===== config.mk =====
export PLATFORM = sky130hd
export DESIGN_NAME = fifo_ctrl_param
export DESIGN_NICKNAME = d
export VERILOG_FILES = /design/src/rtl/fifo_ctrl_param.sv
export SDC_FILE = /design/constraint.sdc
export NUM_CORES = 1
export LEC_CHECK = 0
export BUFFER_PORTS_ARGS = -buffer_cell sky130_fd_sc_hd__buf_2
export CAP_MARGIN = 25
export CORE_MARGIN = 2
export CORE_UTILIZATION = 30
export CTS_CLUSTER_DIAMETER = 40
export DETAILED_ROUTE_END_ITERATION = 10
export SLEW_MARGIN = 40
export SYNTH_ARGS = -nofsm -noshare
export SYNTH_HDL_FRONTEND = slang
export SYNTH_SLANG_ARGS = --single-unit

===== constraint.sdc =====
create_clock -name clk -period 1.7 [get_ports clk]
set_input_delay 0 -clock clk [delete_from_list [all_inputs] [get_ports clk]]
set_output_delay 0 -clock clk [all_outputs]
set_load 0.05 [all_outputs]

===== src/rtl/fifo_ctrl_param.sv =====
// fifo_ctrl_param: single-clock FIFO with write/read control, storage,
// occupancy count, almost-full/almost-empty thresholds, sticky overflow and
// underflow flags, and a registered read-data path.
module fifo_ctrl_param #(
   parameter int MEM_SIZE  = 4,
   parameter int WORD_SIZE = 6,
   parameter int PTR_L     = 2,
   parameter int AF_THRESH = 3,
   parameter int AE_THRESH = 1
) (
   input  logic                 clk,
   input  logic                 reset_L,
   input  logic                 fifo_wr,
   input  logic                 fifo_rd,
   input  logic [WORD_SIZE-1:0] data_in,
   input  logic                 err_clr,
   output logic [WORD_SIZE-1:0] data_out,
   output logic                 valid_out,
   output logic                 push,
   output logic                 pop,
   output logic [PTR_L-1:0]     wr_ptr,
   output logic [PTR_L-1:0]     rd_ptr,
   output logic [PTR_L:0]       count,
   output logic                 fifo_full,
   output logic                 fifo_empty,
   output logic                 almost_full,
   output logic                 almost_empty,
   output logic                 overflow_err,
   output logic                 underflow_err
);

   // Pointers wrap at MEM_SIZE-1, which need not be 2**PTR_L-1.
   localparam logic [PTR_L-1:0] LAST_PTR = PTR_L'(MEM_SIZE - 1);
   localparam logic [PTR_L-1:0] PTR_ONE  = PTR_L'(1);
   localparam logic [PTR_L:0]   FULL_CNT = (PTR_L + 1)'(MEM_SIZE);
   localparam logic [PTR_L:0]   AF_CNT   = (PTR_L + 1)'(AF_THRESH);
   localparam logic [PTR_L:0]   AE_CNT   = (PTR_L + 1)'(AE_THRESH);
   localparam logic [PTR_L:0]   CNT_ONE  = (PTR_L + 1)'(1);

   logic [WORD_SIZE-1:0] mem_q [MEM_SIZE];

   logic [PTR_L-1:0]     wr_ptr_q, wr_ptr_d;
   logic [PTR_L-1:0]     rd_ptr_q, rd_ptr_d;
   logic [PTR_L:0]       count_q, count_d;
   logic [WORD_SIZE-1:0] data_out_q, data_out_d;
   logic                 valid_out_q, valid_out_d;
   logic                 overflow_q, overflow_d;
   logic                 underflow_q, underflow_d;

   // Status flags decoded from the registered occupancy count.
   always_comb begin
      fifo_full    = (count_q == FULL_CNT);
      fifo_empty   = (count_q == '0);
      almost_full  = (count_q >= AF_CNT);
      almost_empty = (count_q <= AE_CNT);
   end

   // Request acceptance; a read frees a slot so a full FIFO can still accept
   // a simultaneous write. Both are suppressed while reset is asserted.
   always_comb begin
      pop  = reset_L & fifo_rd & ~fifo_empty;
      push = reset_L & fifo_wr & (~fifo_full | pop);
   end

   // Next-state computation for pointers, count, read data and error flags.
   always_comb begin
      // NOTE: every variable gets a default first so no path leaves it
      // unassigned; that is what keeps this block from inferring latches.
      wr_ptr_d    = wr_ptr_q;
      rd_ptr_d    = rd_ptr_q;
      count_d     = count_q;
      data_out_d  = data_out_q;
      valid_out_d = 1'b0;

      if (push) begin
         wr_ptr_d = (wr_ptr_q == LAST_PTR) ? '0 : wr_ptr_q + PTR_ONE;
      end
      if (pop) begin
         rd_ptr_d    = (rd_ptr_q == LAST_PTR) ? '0 : rd_ptr_q + PTR_ONE;
         data_out_d  = mem_q[rd_ptr_q];
         valid_out_d = 1'b1;
      end

      unique case ({push, pop})
         2'b10:   count_d = count_q + CNT_ONE;
         2'b01:   count_d = count_q - CNT_ONE;
         default: count_d = count_q;
      endcase

      // A set on the same edge as a clear wins.
      overflow_d  = (fifo_wr & ~push) | (overflow_q  & ~err_clr);
      underflow_d = (fifo_rd & ~pop)  | (underflow_q & ~err_clr);
   end

   // Control and status state with asynchronous active-low reset.
   always_ff @(posedge clk or negedge reset_L) begin
      // NOTE: sequential state uses non-blocking assignments so every flop
      // samples the pre-edge values regardless of statement order.
      if (!reset_L) begin
         wr_ptr_q    <= '0;
         rd_ptr_q    <= '0;
         count_q     <= '0;
         data_out_q  <= '0;
         valid_out_q <= 1'b0;
         overflow_q  <= 1'b0;
         underflow_q <= 1'b0;
      end else begin
         wr_ptr_q    <= wr_ptr_d;
         rd_ptr_q    <= rd_ptr_d;
         count_q     <= count_d;
         data_out_q  <= data_out_d;
         valid_out_q <= valid_out_d;
         overflow_q  <= overflow_d;
         underflow_q <= underflow_d;
      end
   end

   // Storage array write port.
   always_ff @(posedge clk) begin
      // NOTE: the array has no reset; stored words are only ever observed
      // after being written, and leaving it unreset lets it map to RAM.
      if (push) begin
         mem_q[wr_ptr_q] <= data_in;
      end
   end

   // Drive outputs from the registered state.
   always_comb begin
      wr_ptr        = wr_ptr_q;
      rd_ptr        = rd_ptr_q;
      count         = count_q;
      data_out      = data_out_q;
      valid_out     = valid_out_q;
      overflow_err  = overflow_q;
      underflow_err = underflow_q;
   end

endmodule


# ---- After elaboration in Yosys (flattened, before gate mapping)
# Memories as Yosys holds them, arrays and structs flattened. A register that Yosys moved wholly into a read port is not among the register bits.
# Cells that the tools add are included.
dict set report word_totals {
  register_bits 10
  ram_bits 24
  inputBits 11
  out_inout_bits 22
  elab_cells 43
  memories 1
}
dict set report op_classes {
  add_sub_neg 4
  magnitude_cmp 2
  eq_ne 5
  muxes 6
  bitwise 16
  n_reduce_logical 3
}
# name depth width rd rd_clocked_by_memory_dff wr line
set memory_table {}
lappend memory_table {mem_q 4 6 1 1 1 40} ;# logic [WORD_SIZE-1:0] mem_q [MEM_SIZE];
# operator count
set ops {}
lappend ops {{$and 1x1->1} 8}
lappend ops {{$eq 2x2->1 const B} 3}
lappend ops {{$pmux 3 s2} 1}
lappend ops {{$not 1->1} 5}
lappend ops {{$add 2x1->2 const B} 2}
lappend ops {{$mux 2} 2}
lappend ops {{$add 3x1->3 const B} 1}
lappend ops {{$eq 3x3->1 const B} 1}
lappend ops {{$ge 3x2->1 const B} 1}
lappend ops {{$le 3x1->1 const B} 1}
lappend ops {{$logic_not 3->1} 1}
lappend ops {{$mux 1} 3}
lappend ops {{$or 1x1->1} 3}
lappend ops {{$sub 3x1->3 const B} 1}
lappend ops {{$eq 2x1->1 const B} 1}
lappend ops {{$reduce_bool 2->1} 1}
lappend ops {{$logic_not 1->1} 1}

# ---- Logic depth before layout (Yosys ltp)
dict set report depth {
  depth_word 8
  mapped_depth 7
}

# ---- Worst setup path before layout
# Ideal clock, no wire load.
dict set report synth_timing {
  path_type {flip-flop to flip-flop}
  from {register count_q[0], in the netlist count[0]}
  to {memory mem_q[0][0], enable pin}
  setup_ns 0.320
  arrival_ns 2.027
  slack_ns -0.647
  path_stages_with_launch 7
  n_path_buf 0
  synth_period_minus_slack_ns 2.347
  path_cell_list {dfrtp_1 > inv_1 > ha_1 > nand2_1 > o21ai_0 > inv_1 > and2_1}
}
dict set report synth_between {
  elab_chain_cells 7
  elab_cells_between_ends 9
}
# element line
set synth_lines {}
lappend synth_lines {{start: declaration} 44} ;# logic [PTR_L:0] count_q, count_d;
lappend synth_lines {{start signal: assignment} 110} ;# count_q <= count_d;
lappend synth_lines {{$logic_not 3->1} 53} ;# fifo_empty = (count_q == '0);
lappend synth_lines {{$not 1->1} 61} ;# pop = reset_L & fifo_rd & ~fifo_empty;
lappend synth_lines {{$and 1x1->1} 61}
lappend synth_lines {{$or 1x1->1 *} 62} ;# push = reset_L & fifo_wr & (~fifo_full | pop);
lappend synth_lines {{$and 1x1->1 *} 62}
lappend synth_lines {{net push} 19} ;# output logic push,
lappend synth_lines {{$mux 1 *} 122} ;# if (push) begin
lappend synth_lines {{$mux 1 (implied by the code) *} 123} ;# mem_q[wr_ptr_q] <= data_in;
lappend synth_lines {{end: declaration} 40}
# Mark *: on every way through the listed nets, which the timed path passes. The rest lies on a longest branch.

# ---- Final worst setup path
dict set report layout_timing {
  from {register count_q[0], in the netlist count[0]}
  to {register data_out_q[3], in the netlist data_out[3], read port of mem_q}
}
dict set report layout_between {
  elab_chain_cells 3
}
# element line
set layout_lines {}
lappend layout_lines {{$logic_not 3->1} 53}
lappend layout_lines {{$not 1->1} 61}
lappend layout_lines {{$and 1x1->1} 61}
lappend layout_lines {{end: declaration} 45} ;# logic [WORD_SIZE-1:0] data_out_q, data_out_d;
# No other way between the ends.
# A chain may end at the register's enable or synchronous reset.

==> impl_metrics.csv <==
group,metric,value,unit
synth,synthAdderAreaFrac,0.0706,
synth,synth_top_family_by_area,"multiplexers",
synth,async_flop_share,0.400,
critical_path,crit_type,"flop to flop",
timing,layout_setup_ws,0.0779,ns
synth,synth_compound_area_frac,0.0438,
synth,yosys_warnings,0,
placed_design,dpl_cell_area,0.00207,mm²
timing,layout_min_cycle_time,1.62,ns
synth,syn_nets,135,
job,cap_violations,0,
drt,drt-initial-drc-count,38,
global_routing,grt_start_max_net_pins,15,
synth,synth-simple-area-share,0.0819,
synth,ys_seq_elements,40,
critical_path,cp.required,1.88,ns
drt,vias_per_cell,4.51,
global_routing,first_global_vias,1104,
critical_path,worstPathArrival,1.80,ns
critical_path,crit_path_end_kind,"flop",
clocking,root_buffer,"clkbuf_8",
timing,max_slew_margin,0.737,
floorplan,die_h,80.9,µm
clocking,cts_tree,"built",
timing,setup_violations,0,
placed_design,io_buffers,32,
power,irDropWorstVdd,0.599,mV
floorplan,ios,33,
placed_design,routabilityCongestion,0.831,
cells_and_area,final_cell_mix,"32 x buf_2, 24 x edfxtp_1, 12 x dfrtp_1",
cells_and_area,drive_above_1_share,0.463,
synth,synth_ff_type,"edfxtp_1",
cells_and_area,final_common_cell,"buf_2",
clocking,path_clk_slew,0.08,ns
cells_and_area,fin_nets,184,
drt,drt_first_pass_iters,4,
drt,route.detailed.drc,0,
drt,num_vias,1065,
timing,setup_tns,0,ns
clocking,clockBufferDepth,2,
synth,yosysUniqueCellTypes,28,
timing,final-hold-violation-count,0,
timing,whs,0.0689,ns
cells_and_area,fillCellCount,543,
synth,ys_seq_area_frac,0.633,
clocking,htreeDepth,2,
timing,rsz0062_at_grt,"false",
global_routing,grt_pass1_wl,5580,µm
floorplan,start_util,0.316,
synth,synthesis.area,0.00177,mm²
clocking,numCtsBuffers,5,
floorplan,rows,27,
placed_design,dp_hpwl,2490,µm
synth,synthCells,114,
synth,synth_edf_count,24,
clocking,clock-sinks,40,
power,p_leak,0.974,nW
floorplan,die_w,80.9,µm
global_routing,antenna_found_initial,0,
synth,synthXorXnorAreaFrac,0.00494,
cells_and_area,area_delta_synth_final,29.7,%
timing,fmax,0.616,GHz
power,powerDensity,1870,mW/mm²
critical_path,crit_path_max_fanout,5,
timing,fin_worst_skew,0.00584,ns
run_status,outcome,"complete, no violations",
timing,worstMarginPinSlew,0.394,ns
cells_and_area,diodes,0,
hold_path,min-delay-path-class,"primary input to flop",
synth,synth_area_per_cell,15.5,µm²
drt,wl_per_cell,15.2,µm
floorplan,die_area,0.00654,mm²
power,p_total,4.30,mW
clocking,clk_latency,0.29,ns
synth,synth_mux_area_frac,0.127,
timing,finalCritPeriodShare,0.954,
drt,ant_nets,0,
placed_design,pre_cts_ws,0.0541,ns
floorplan,core-area,0.00561,mm²
critical_path,cp-start-kind,"flop",
drt,wl,3580,µm
global_routing,track_usage,0.119,
timing,maxSlewViolCount,0,
cells_and_area,final_area,0.00230,mm²
global_routing,overflow,0,
-- power by group --
group | internal [mW] | switching (mW) | leakage, nW
Sequential | 1.27 | 0.266 | 0.404
Clock | 0.383 | 0.337 | 0.0565
Combinational | 0.735 | 1.31 | 0.513
-- cell type report --
type,count,area [µm²],share of cell area
Clock inverter,2,17.5,0.00763
Sequential cell,40,1130,0.490
Multi-Input combinational cell,60,639,0.278
Tap cell,72,90.1,0.0392
Timing Repair Buffer,46,288,0.125
Inverter,10,42.5,0.0185
Clock buffer,6,93.8,0.0408
-- flip-flops by register name, indices dropped and copies added (netlist names) --
| register | cells |
|---|---|
| valid_out | 1 |
| rd_ptr | 2 |
| wr_ptr | 2 |
| mem_q | 24 |
| count | 3 |
| underflow_err | 1 |
| data_out | 6 |
| overflow_err | 1 |
-- metal layers --
metal / vias up / global-route usage / share of wire
met5: - / 0 / 0
met4: 0 / 0.0559 / 0.013
met3: 2 / 0.0322 / 0.026
met2: 14 / 0.213 / 0.57
met1: 537 / 0.131 / 0.39
li1: 512 / - / -
-- stage by stage --
| step | instances | utilization |
|---|---|---|
| 6_report | 236 | 0.410 |
| 5_1_grt | 236 | 0.410 |
| 4_1_cts | 236 | 0.409 |
| 3_5_place_dp | 216 | 0.369 |
| 3_3_place_gp | 216 | 0.369 |
| 2_1_floorplan | 114 | - |
-- cell usage after synthesis, types with 2 or more instances --
cell	number	area [µm²]
dfrtp_1	16	400
buf_6	2	22.5
mux2_2	8	90.1
inv_1	10	37.5
mux4_2	6	135
nor2_1	7	26.3
and2_1	5	31.3
ha_1	10	125
nand2_1	4	15.0
edfxtp_1	24	721
o21ai_0	5	25.0
-- what timing repair did --
item | CTS | global route
hold buffers | 9 | 0
setup endpoints to repair | 1 | 7
cloned | 0 | 0
pin swaps | 1 | 0
gates resized for setup | 0 | 2
buffers inserted | 3 | 0
hold endpoints to repair | 42 | 0
-- logic make-up (layout without fill, tap and decap cells) --
family                   Yosys count  in the layout
multiplexers                      14             14
AO/OA/AOI/OAI                     12             12
buffers and inverters             14             64
AND/OR/NAND/NOR                   23             23
adder cells (fa/ha/maj)           10             10
XOR/XNOR                           1              1
flip-flops                        40             40
-- worst max-delay path, cell delays in order, from the launching register on --
cell     delay (ns)
dfrtp_2        0.45
inv_2          0.10
ha_4           0.16
nor2b_4        0.25
nor2_4         0.08
buf_4          0.17
mux2_4         0.30
-- final timing paths --
kind	startpoint	end	slack, ns	depth (start not counted)
max	count[0]	data_out[3]	0.08	6
min	fifo_rd	underflow_err	0.07	3
max reg2reg	count[0]	data_out[3]	0.08	6
min reg2reg	data_out[1]	data_out[1]	0.52	1
max in group asynchronous	reset_L	count[2]	1.19	3
min in group asynchronous	reset_L	count[0]	0.09	2
No activity file was read; power rests on OpenSTA's default activity.
